File: src/rtl/bram_block_reader.sv
// Read-side master for the ThresholdCutter sample BRAM: streams one block of words out on valid/ready.
// Define BRAM_RD_REG_EN when the BRAM read data is registered (1-cycle latency); a 2-entry skid buffer is then used.
module bram_block_reader #(
    parameter int BLOCK_NUM_INDEX   = 6,
    parameter int BLOCK_DEPTH_INDEX = 9,
    parameter int BLOCK_WIDTH       = 32
) (
    input  logic                                         clk,
    input  logic                                         rst_n,
    input  logic                                         req_valid,
    output logic                                         req_ready,
    input  logic [BLOCK_NUM_INDEX-1:0]                   req_block,
    input  logic [BLOCK_DEPTH_INDEX:0]                   req_len,
    output logic [BLOCK_NUM_INDEX+BLOCK_DEPTH_INDEX-1:0] bram_raddr,
    input  logic [BLOCK_WIDTH-1:0]                       bram_data_i,
    output logic                                         m_valid,
    input  logic                                         m_ready,
    output logic [BLOCK_WIDTH-1:0]                       m_data,
    output logic                                         m_last,
    output logic                                         busy,
    output logic                                         done
);

    localparam int LW = BLOCK_DEPTH_INDEX + 1;
    localparam logic [LW-1:0] FULL_LEN = {1'b1, {BLOCK_DEPTH_INDEX{1'b0}}};

    typedef enum logic {IDLE, STREAM} state_t;

    state_t                       r_state;
    logic [BLOCK_NUM_INDEX-1:0]   r_blk;
    logic [LW-1:0]                r_len;
    logic [BLOCK_DEPTH_INDEX-1:0] r_wordCnt;
    logic [LW-1:0]                r_issuedCnt;
    logic                         r_done;
    logic [LW-1:0]                w_effLen;
    logic                         w_lastHs;

    // A zero length or anything beyond one block reads the whole block.
    assign w_effLen   = (req_len == '0 || req_len > FULL_LEN) ? FULL_LEN : req_len;
    assign req_ready  = (r_state == IDLE);
    assign busy       = (r_state != IDLE);
    assign done       = r_done;
    assign bram_raddr = {r_blk, r_wordCnt};

`ifdef BRAM_RD_REG_EN
    logic [BLOCK_WIDTH-1:0] r_buf [2];
    logic                   r_head;
    logic [1:0]             r_cnt;
    logic                   r_inflight;
    logic [LW-1:0]          r_popCnt;
    logic                   w_pop;
    logic                   w_issue;
    logic                   w_tail;
    logic [2:0]             w_occNext;

    assign m_valid   = (r_cnt != 2'd0);
    assign m_data    = r_buf[r_head];
    assign m_last    = m_valid && (r_popCnt == r_len - 1'b1);
    assign w_pop     = m_valid && m_ready;
    assign w_occNext = {1'b0, r_cnt} + {2'b00, r_inflight} - {2'b00, w_pop};
    // Only issue an address when its data is guaranteed a free buffer entry on arrival.
    assign w_issue   = (r_state == STREAM) && (r_issuedCnt < r_len) && (w_occNext < 3'd2);
    assign w_tail    = r_head ^ r_cnt[0];
    assign w_lastHs  = (r_state == STREAM) && w_pop && m_last;

    always_ff @(posedge clk) begin
        if (!rst_n) begin
            r_state     <= IDLE;
            r_blk       <= '0;
            r_len       <= '0;
            r_wordCnt   <= '0;
            r_issuedCnt <= '0;
            r_done      <= 1'b0;
            r_buf[0]    <= '0;
            r_buf[1]    <= '0;
            r_head      <= 1'b0;
            r_cnt       <= 2'd0;
            r_inflight  <= 1'b0;
            r_popCnt    <= '0;
        end else begin
            r_done <= 1'b0;
            case (r_state)
                IDLE: begin
                    r_inflight <= 1'b0;
                    if (req_valid) begin
                        r_blk       <= req_block;
                        r_len       <= w_effLen;
                        r_wordCnt   <= '0;
                        r_issuedCnt <= '0;
                        r_popCnt    <= '0;
                        r_state     <= STREAM;
                    end
                end
                STREAM: begin
                    r_inflight <= w_issue;
                    r_cnt      <= w_occNext[1:0];
                    if (w_issue) begin
                        r_wordCnt   <= r_wordCnt + 1'b1;
                        r_issuedCnt <= r_issuedCnt + 1'b1;
                    end
                    if (r_inflight) begin
                        r_buf[w_tail] <= bram_data_i;
                    end
                    if (w_pop) begin
                        r_head   <= ~r_head;
                        r_popCnt <= r_popCnt + 1'b1;
                    end
                    if (w_lastHs) begin
                        r_state <= IDLE;
                        r_done  <= 1'b1;
                    end
                end
                default: r_state <= IDLE;
            endcase
        end
    end
`else
    logic                   r_mValid;
    logic [BLOCK_WIDTH-1:0] r_mData;
    logic                   r_mLast;
    logic                   w_slot;
    logic                   w_load;

    assign m_valid  = r_mValid;
    assign m_data   = r_mData;
    assign m_last   = r_mLast;
    assign w_slot   = !r_mValid || m_ready;
    assign w_load   = (r_state == STREAM) && w_slot && (r_issuedCnt < r_len);
    assign w_lastHs = (r_state == STREAM) && r_mValid && m_ready && r_mLast;

    always_ff @(posedge clk) begin
        if (!rst_n) begin
            r_state     <= IDLE;
            r_blk       <= '0;
            r_len       <= '0;
            r_wordCnt   <= '0;
            r_issuedCnt <= '0;
            r_done      <= 1'b0;
            r_mValid    <= 1'b0;
            r_mData     <= '0;
            r_mLast     <= 1'b0;
        end else begin
            r_done <= 1'b0;
            case (r_state)
                IDLE: begin
                    if (req_valid) begin
                        r_blk       <= req_block;
                        r_len       <= w_effLen;
                        r_wordCnt   <= '0;
                        r_issuedCnt <= '0;
                        r_state     <= STREAM;
                    end
                end
                STREAM: begin
                    if (w_load) begin
                        r_mData     <= bram_data_i;
                        r_mValid    <= 1'b1;
                        r_mLast     <= (r_issuedCnt == r_len - 1'b1);
                        r_wordCnt   <= r_wordCnt + 1'b1;
                        r_issuedCnt <= r_issuedCnt + 1'b1;
                    end else if (w_slot) begin
                        r_mValid <= 1'b0;
                    end
                    if (w_lastHs) begin
                        r_state <= IDLE;
                        r_done  <= 1'b1;
                    end
                end
                default: r_state <= IDLE;
            endcase
        end
    end
`endif

endmodule

File: config.mk
export PLATFORM = sky130hd
export DESIGN_NAME = bram_block_reader
export DESIGN_NICKNAME = d
export VERILOG_FILES = /design/src/rtl/bram_block_reader.sv
export SDC_FILE = /design/constraint.sdc
export NUM_CORES = 1
export LEC_CHECK = 0
export BUFFER_PORTS_ARGS = -buffer_cell sky130_fd_sc_hd__buf_2
export CAP_MARGIN = 20
export CELL_PAD_IN_SITES_DETAIL_PLACEMENT = 0
export CELL_PAD_IN_SITES_GLOBAL_PLACEMENT = 1
export CORE_AREA = 2 2 115 83
export CTS_BUF_LIST = sky130_fd_sc_hd__clkbuf_16
export DETAILED_ROUTE_END_ITERATION = 7
export DIE_AREA = 0 0 117 85
export PLACE_DENSITY = 0.88
export SLEW_MARGIN = 20
export SYNTH_ARGS = -nofsm -noshare
export SYNTH_HDL_FRONTEND = slang
export SYNTH_SLANG_ARGS = --single-unit
File: constraint.sdc
create_clock -name clk -period 4.7 [get_ports clk]
set_clock_uncertainty 0.15 [all_clocks]
set_input_delay 0.235 -clock clk [delete_from_list [all_inputs] [get_ports clk]]
set_output_delay 0.235 -clock clk [all_outputs]
set_load 0.05 [all_outputs]
==> flow_summary.toml, run 1 <==
[run_status]
outcome = "finished, final reports clean"

[cts]
clk_latency_ps = 330
cts_sinks = 71
ctsHtreeMaxLevel = 3
cts-root-buf = "clkbuf_16"
numCtsBuffers = 9
cts.reportedPaths.clkPinSlew_ps = 60
cts_setup_buffers = 0
clk_path_buf_depth = 2
cts_tree = "built"

[logic_synthesis]
async_reset_ff_share_pct = 0
yosys_warnings = 0
synth.most_common_cell = "nand2_1"
yosysSeqAreaShare_pct = 41.08
synth_cells = 421
synthesis.nets = 486
synthFlopType = "dfxtp_1"
synthDistinctLibCells = 47
synth_top_area_share_pct = 41.08
synth-edff-count = 0
synth_seq_cells = 71
synth.top_cells.by_area = "dfxtp_1 (41%), a21boi_0 (11%), nand2_1 (11%), ha_1 (4.7%), xnor2_1 (2.8%)"
syn_area_per_cell_um2 = 8.218
netlist_area_mm2 = 0.003460
yosys-top-cells-count = "nand2_1 (102), dfxtp_1 (71), a21boi_0 (51)"
synth_top_area_cell = "dfxtp_1"

[die]
fp.dieH_um = 85
io_pins = 104
rows = 29
die_w_um = 117
start_util_pct = 38.92
core-area_mm2 = 0.008890
die_area_mm2 = 0.009945

[timing]
worstMarginPinSlew_ps = 826.1
rsz0062_at_grt = "false"
hold_viol_final = 0
finalCritPeriodShare_pct = 65.13
fmax_mhz = 326.7
slew_viol_final = 0
setup_viol = 0
min_period_ps = 3061
setup_tns_ps = 0
relSlewSlack_pct = 44.79

[global_routing]
grt_pass1_vias = 3185
grt_pass1_wl_um = 15540
grt_max_degree = 70
grt_usage_pct = 20.04
overflow = 0
antenna_found_initial = 0

[setup_path]
cp_max_fo = 34
arrival_ps = 3130
cpMaxStageDelayCell = "or2_1"
slowest_delay_ps = 600
critPathCaptureType = "flip-flop"
crit_buf_inv = 2
critPathKind = "flip-flop to flip-flop"
path_cells = "inv_1 > ha_1 > and4_1 > o21ai_1 > a31oi_2 > or2_1 > buf_4 > nor4b_1 > o31a_1"
start_kind = "flip-flop"
crit_required_ps = 4770
path_delay_family = "simple AND/OR/NAND/NOR gates"

[power_and_ir_drop]
vdd_ir_drop_max_mv = 0.2873
power_density_mw_per_mm2 = 370.1
p_leak_nw = 1.933

[placed_design]
dp_hpwl_um = 6336
place_area_mm2 = 0.004046
gp_congestion = 0.8001
portBuffers = 103

[finish]
antenna_cells = 0
finalNetCount = 601
finalInstanceArea_mm2 = 0.004626
regArea_mm2 = 0.001421
multi_input_area_mm2 = 0.001871
fillers = 854
drive_above_1_share_pct = 23.48
synthToLayoutAreaGrowth_pct = 33.71

[detailed_routing]
wl_per_cell_um = 14.00
viasPerCell = 5.012
drtIter0Drc = 237
dr.pass1.iters = 5
postRouteAntennaNets = 0
vias = 3333
drc = 0
totalWireLength_um = 9307

[worst_hold_path]
hold_class = "input pin to flip-flop"

[job]
drv_cap = 0
## logic make-up (layout without fill, tap and decap cells)
logic type	after synthesis	count (layout)	share of synthesized area, %
AO/OA/AOI/OAI	99	99	21.05
XOR/XNOR	14	14	3.544
adder cells (fa/ha/maj)	13	13	4.702
buffers and inverters	43	163	4.991
flip-flops	71	71	41.08
AND/OR/NAND/NOR	181	181	24.63
## power by group
part	total, mW	internal, mW	switching [mW]
Combinational	0.287	0.0912	0.196
Clock	0.771	0.514	0.257
Sequential	0.653	0.631	0.0218
Total	1.71	1.24	0.475
## sequential cells by signal, indices dropped and copies added (netlist names)
signal and count:
m_data 32, r_blk 6, busy 1, done 1
m_valid 1, r_len 10, m_last 1, r_issuedCnt 10
r_wordCnt 9
## final cells by class
cell class | count | share of cell area [%]
Multi-Input combinational cell | 307 | 40.44
Sequential cell | 71 | 30.73
Timing Repair Buffer | 130 | 16.82
Clock buffer | 9 | 4.869
Tap cell | 124 | 3.354
Clock inverter | 7 | 2.407
Inverter | 17 | 1.379
## tightest hold or removal path: cells and delay by family
kind / cells / cell delay [ps]
AOI/OAI and AO/OA: 1 / 70
buffers and inverters: 1 / 90
and+or+nand+nor: 1 / 40
## through the flow
stage	power (mW)	hold WS [ps]	worst slack, ps	utilization, %	cells
5_1_grt	1.779	10.93	1406	52.03	665
4_1_cts	1.726	1.610	1627	52.01	665
3_3_place_gp	0.9325	299.4	1733	45.52	625
6_report	1.712	5.558	1639	52.03	665
2_1_floorplan	0.8610	229.9	2154	-	421
3_5_place_dp	0.9368	305.0	1641	45.52	625
## per-layer routing
metal	vias to the layer above	wire (µm)	track usage, %
li1	1696	-	-
met1	1528	4366	26.40
met2	93	4246	31.53
met3	16	514	5.571
met4	0	181	7.166
met5	-	0	0
## layout by cell type, fill, tap and decap left out, types with 9 or more instances in the layout
cell type,instances
nand2_1,102
dlygate4sd3_1,24
buf_2,103
clkbuf_16,9
xnor2_1,11
ha_1,13
dfxtp_1,71
and3_1,10
nand3_1,12
a21boi_0,51
inv_1,16
nor2_1,14
## repair_timing
action | CTS | global route
resized for setup | 0 | 0
hold buffers | 24 | 0
hold endpoints to repair | 24 | 0
## final timing paths
path | slack, ps | endpoint | depth (start not counted) | start
worst max-delay path | 1640 | r_issuedCnt[3] | 9 | r_len[3]
worst min-delay path | 6 | m_data[16] | 3 | bram_data_i[16]
worst max register to register | 1640 | r_issuedCnt[3] | 9 | r_len[3]
worst min register to register | 310 | m_data[9] | 2 | m_data[9]
No activity file was read; power rests on OpenSTA's default activity.
==> run 2: changes to the inputs <==
ABC_AREA = 1   (was unset)
CORE_AREA = 2 2 127 92   (was 2 2 115 83)
DIE_AREA = 0 0 129 94   (was 0 0 117 85)
PLACE_DENSITY = 0.79   (was 0.88)
clock period = 2.5 ns   (was 4.7 ns; I/O delays follow)
==> flow_summary.toml, run 2 <==
[global_routing]
overflow = 0
grt_pass1_vias = 3580
grt_max_degree = 47
antenna_found_initial = 0
grt_pass1_wl_um = 16910
grt_usage_pct = 17.85

[power_and_ir_drop]
p_leak_nw = 2.272
vdd_ir_drop_max_mv = 0.3681
seqPwrFrac_pct = 39.5
switchingPower_mw = 1.075
switching_share_pct = 33.58
intPower_mw = 2.125
power_density_mw_per_mm2 = 653.0
power_mw = 3.200
power_frac_comb_pct = 25.6
pwr-share-clk_pct = 34.9

[logic_synthesis]
synth_top_area_cell = "dfxtp_1"
synth_cells = 493
synth.top_cells.by_area = "dfxtp_1 (42%), nand2_1 (17%), a21oi_1 (10%), nor2_1 (5.6%), ha_1 (4.8%)"
synthFlopType = "dfxtp_1"
synth_mux_area_share_pct = 0
synth.most_common_cell = "nand2_1"
synthesis.nets = 558
yosysSeqAreaShare_pct = 41.69
synthXorXnorAreaFrac_pct = 2.312
syn_area_per_cell_um2 = 6.916
synth_seq_cells = 71
synth-simple-area-share_pct = 30.31
synthAdderAreaFrac_pct = 4.771
synthDistinctLibCells = 26
synth_top_family_by_area = "simple AND/OR/NAND/NOR gates"
yosys-top-cells-count = "nand2_1 (152), dfxtp_1 (71), a21oi_1 (69)"
yosys_warnings = 0
synth-edff-count = 0
netlist_area_mm2 = 0.003410
async_reset_ff_share_pct = 0
synth_compound_area_share_pct = 14.06
synth_top_area_share_pct = 41.69

[detailed_routing]
totalWireLength_um = 10530
postRouteAntennaNets = 0
drtIter0Drc = 184
drc = 0
vias = 3724
dr.pass1.iters = 4
viasPerCell = 4.603
wl_per_cell_um = 13.01

[run_status]
outcome = "finished, final reports clean"

[die]
io_pins = 104
start_util_pct = 31.42
fp.dieH_um = 94
die_area_mm2 = 0.01213
core-area_mm2 = 0.01085
die_w_um = 129
rows = 32

[finish]
finalNetCount = 717
finalNonFillerCells = 809
finalInstanceArea_mm2 = 0.004901
synthToLayoutAreaGrowth_pct = 43.74
largest_register_ffs = 32
antenna_cells = 0
fillers = 1119
finish.utilization_pct = 45.17
drive_above_1_share_pct = 20.73
final_common_cell = "nand2_1"
final_cell_mix = "nand2_1 (152), buf_2 (103), dfxtp_1 (71), a21oi_1 (69)"

[setup_path]
critPathCaptureType = "flip-flop"
rr_worst_depth = 8
arrival_ps = 2390
cp_max_fo = 15
r2r-start = "busy"
rr_endpoint = "r_len[8]"
crit_required_ps = 2610
start_kind = "flip-flop"
ff2ff_setup_slack_ps = 220
startpoint = "busy"
crit_end = "r_len[8]"
critPathKind = "flip-flop to flip-flop"

[cts]
cts_tree = "built"
numCtsBuffers = 9
ctsHtreeMaxLevel = 3
clk_latency_ps = 330
cts.reportedPaths.clkPinSlew_ps = 60
cts-root-buf = "clkbuf_16"
clk_path_buf_depth = 2
cts_sinks = 71
cts_resized = 0

[job]
drv_cap = 0

[placed_design]
place_area_mm2 = 0.004135
dpl.cell_count = 743
gp_congestion = 0.8988
dp_hpwl_um = 7103
pre_cts_slack_ps = 354.9
portBuffers = 103

[timing]
relSlewSlack_pct = 66.55
rsz0062_at_grt = "false"
worstMarginPinSlew_ps = 501.7
setup_viol = 0
slew_viol_final = 0
whs_ps = 32.61
setup_ws_ps = 220.8
fmax_mhz = 438.7
setup_tns_ps = 0
finalCritPeriodShare_pct = 91.17
hold_viol_final = 0
min_period_ps = 2279

[worst_hold_path]
hold_class = "input pin to flip-flop"
[run 2: cell types whose count changed in the layout (fill, tap and decap cells not counted), moves of 10 or more]
cell           previous run  this run
a21boi_0                 51         0
and3_1                   10         0
nand2_1                 102       152
inv_1                    16        36
dlygate4sd3_1            24        51
a21oi_1                   8        69
nor2_1                   14        51
nand3_1                  12        27
[run 2: timing repair]
action,4_1_cts,5_1_grt
buffers inserted,0,0
endpoints found under the setup margin,0,0
hold buffers,51,0
hold endpoints to repair,49,0
[run 2: worst min path at each step]
stage	startpoint	end	slack, ps	cells past startpoint
6_report	req_len[9]	r_len[9]	30	3
5_1_grt	rst_n	r_blk[2]	50	3
4_1_cts	req_len[9]	r_len[9]	20	3
3_5_place_dp	req_block[3]	r_blk[3]	200	3
3_3_place_gp	req_block[5]	r_blk[5]	200	3
2_1_floorplan	req_block[0]	r_blk[0]	110	2
[run 2: kinds of logic (layout without fill, tap and decap cells)]
group / after synthesis / count (layout)
simple gates: 251 / 251
xor+xnor: 9 / 9
flops: 71 / 71
compound gates: 92 / 92
buf+inv: 57 / 220
fa+ha+maj: 13 / 13
[run 2: power by group through the flow]
stage,Sequential [mW],Combinational (mW),Clock (mW)
after CTS,1.26,0.818,1.16
after detailed placement,1.29,0.755,0
after global routing,1.27,0.896,1.22
final,1.26,0.821,1.12
after global placement,1.28,0.757,0
after floorplan,1.50,0.330,0
[run 2: final cells by class]
type | instances | area [µm²] | share of cell area (%)
clock buffer | 9 | 225.2 | 4.595
sequential | 71 | 1421 | 29.00
timing repair buffer | 167 | 1136 | 23.18
clock inverter | 6 | 30.03 | 0.6127
multi-input combinational | 365 | 1754 | 35.79
tap | 153 | 191.4 | 3.906
inverter | 38 | 142.6 | 2.910
[run 2: per-layer routing]
layer	routed length [µm]	share of wire, %	GRT usage, %
met5	0	0	0
met2	4654	44	27.56
met3	528	5.0	4.328
met1	5082	48	23.97
met4	263	2.5	7.065
[run 2: worst max-delay path, cell delays in order (launching register included)]
cell and delay [ps]:
dfxtp_1 400, buf_4 210, nor2_1 150, inv_1 120, buf_4 220, nor2_1 180, nand2_1 90, dlygate4sd3_1 570
a21oi_1 120
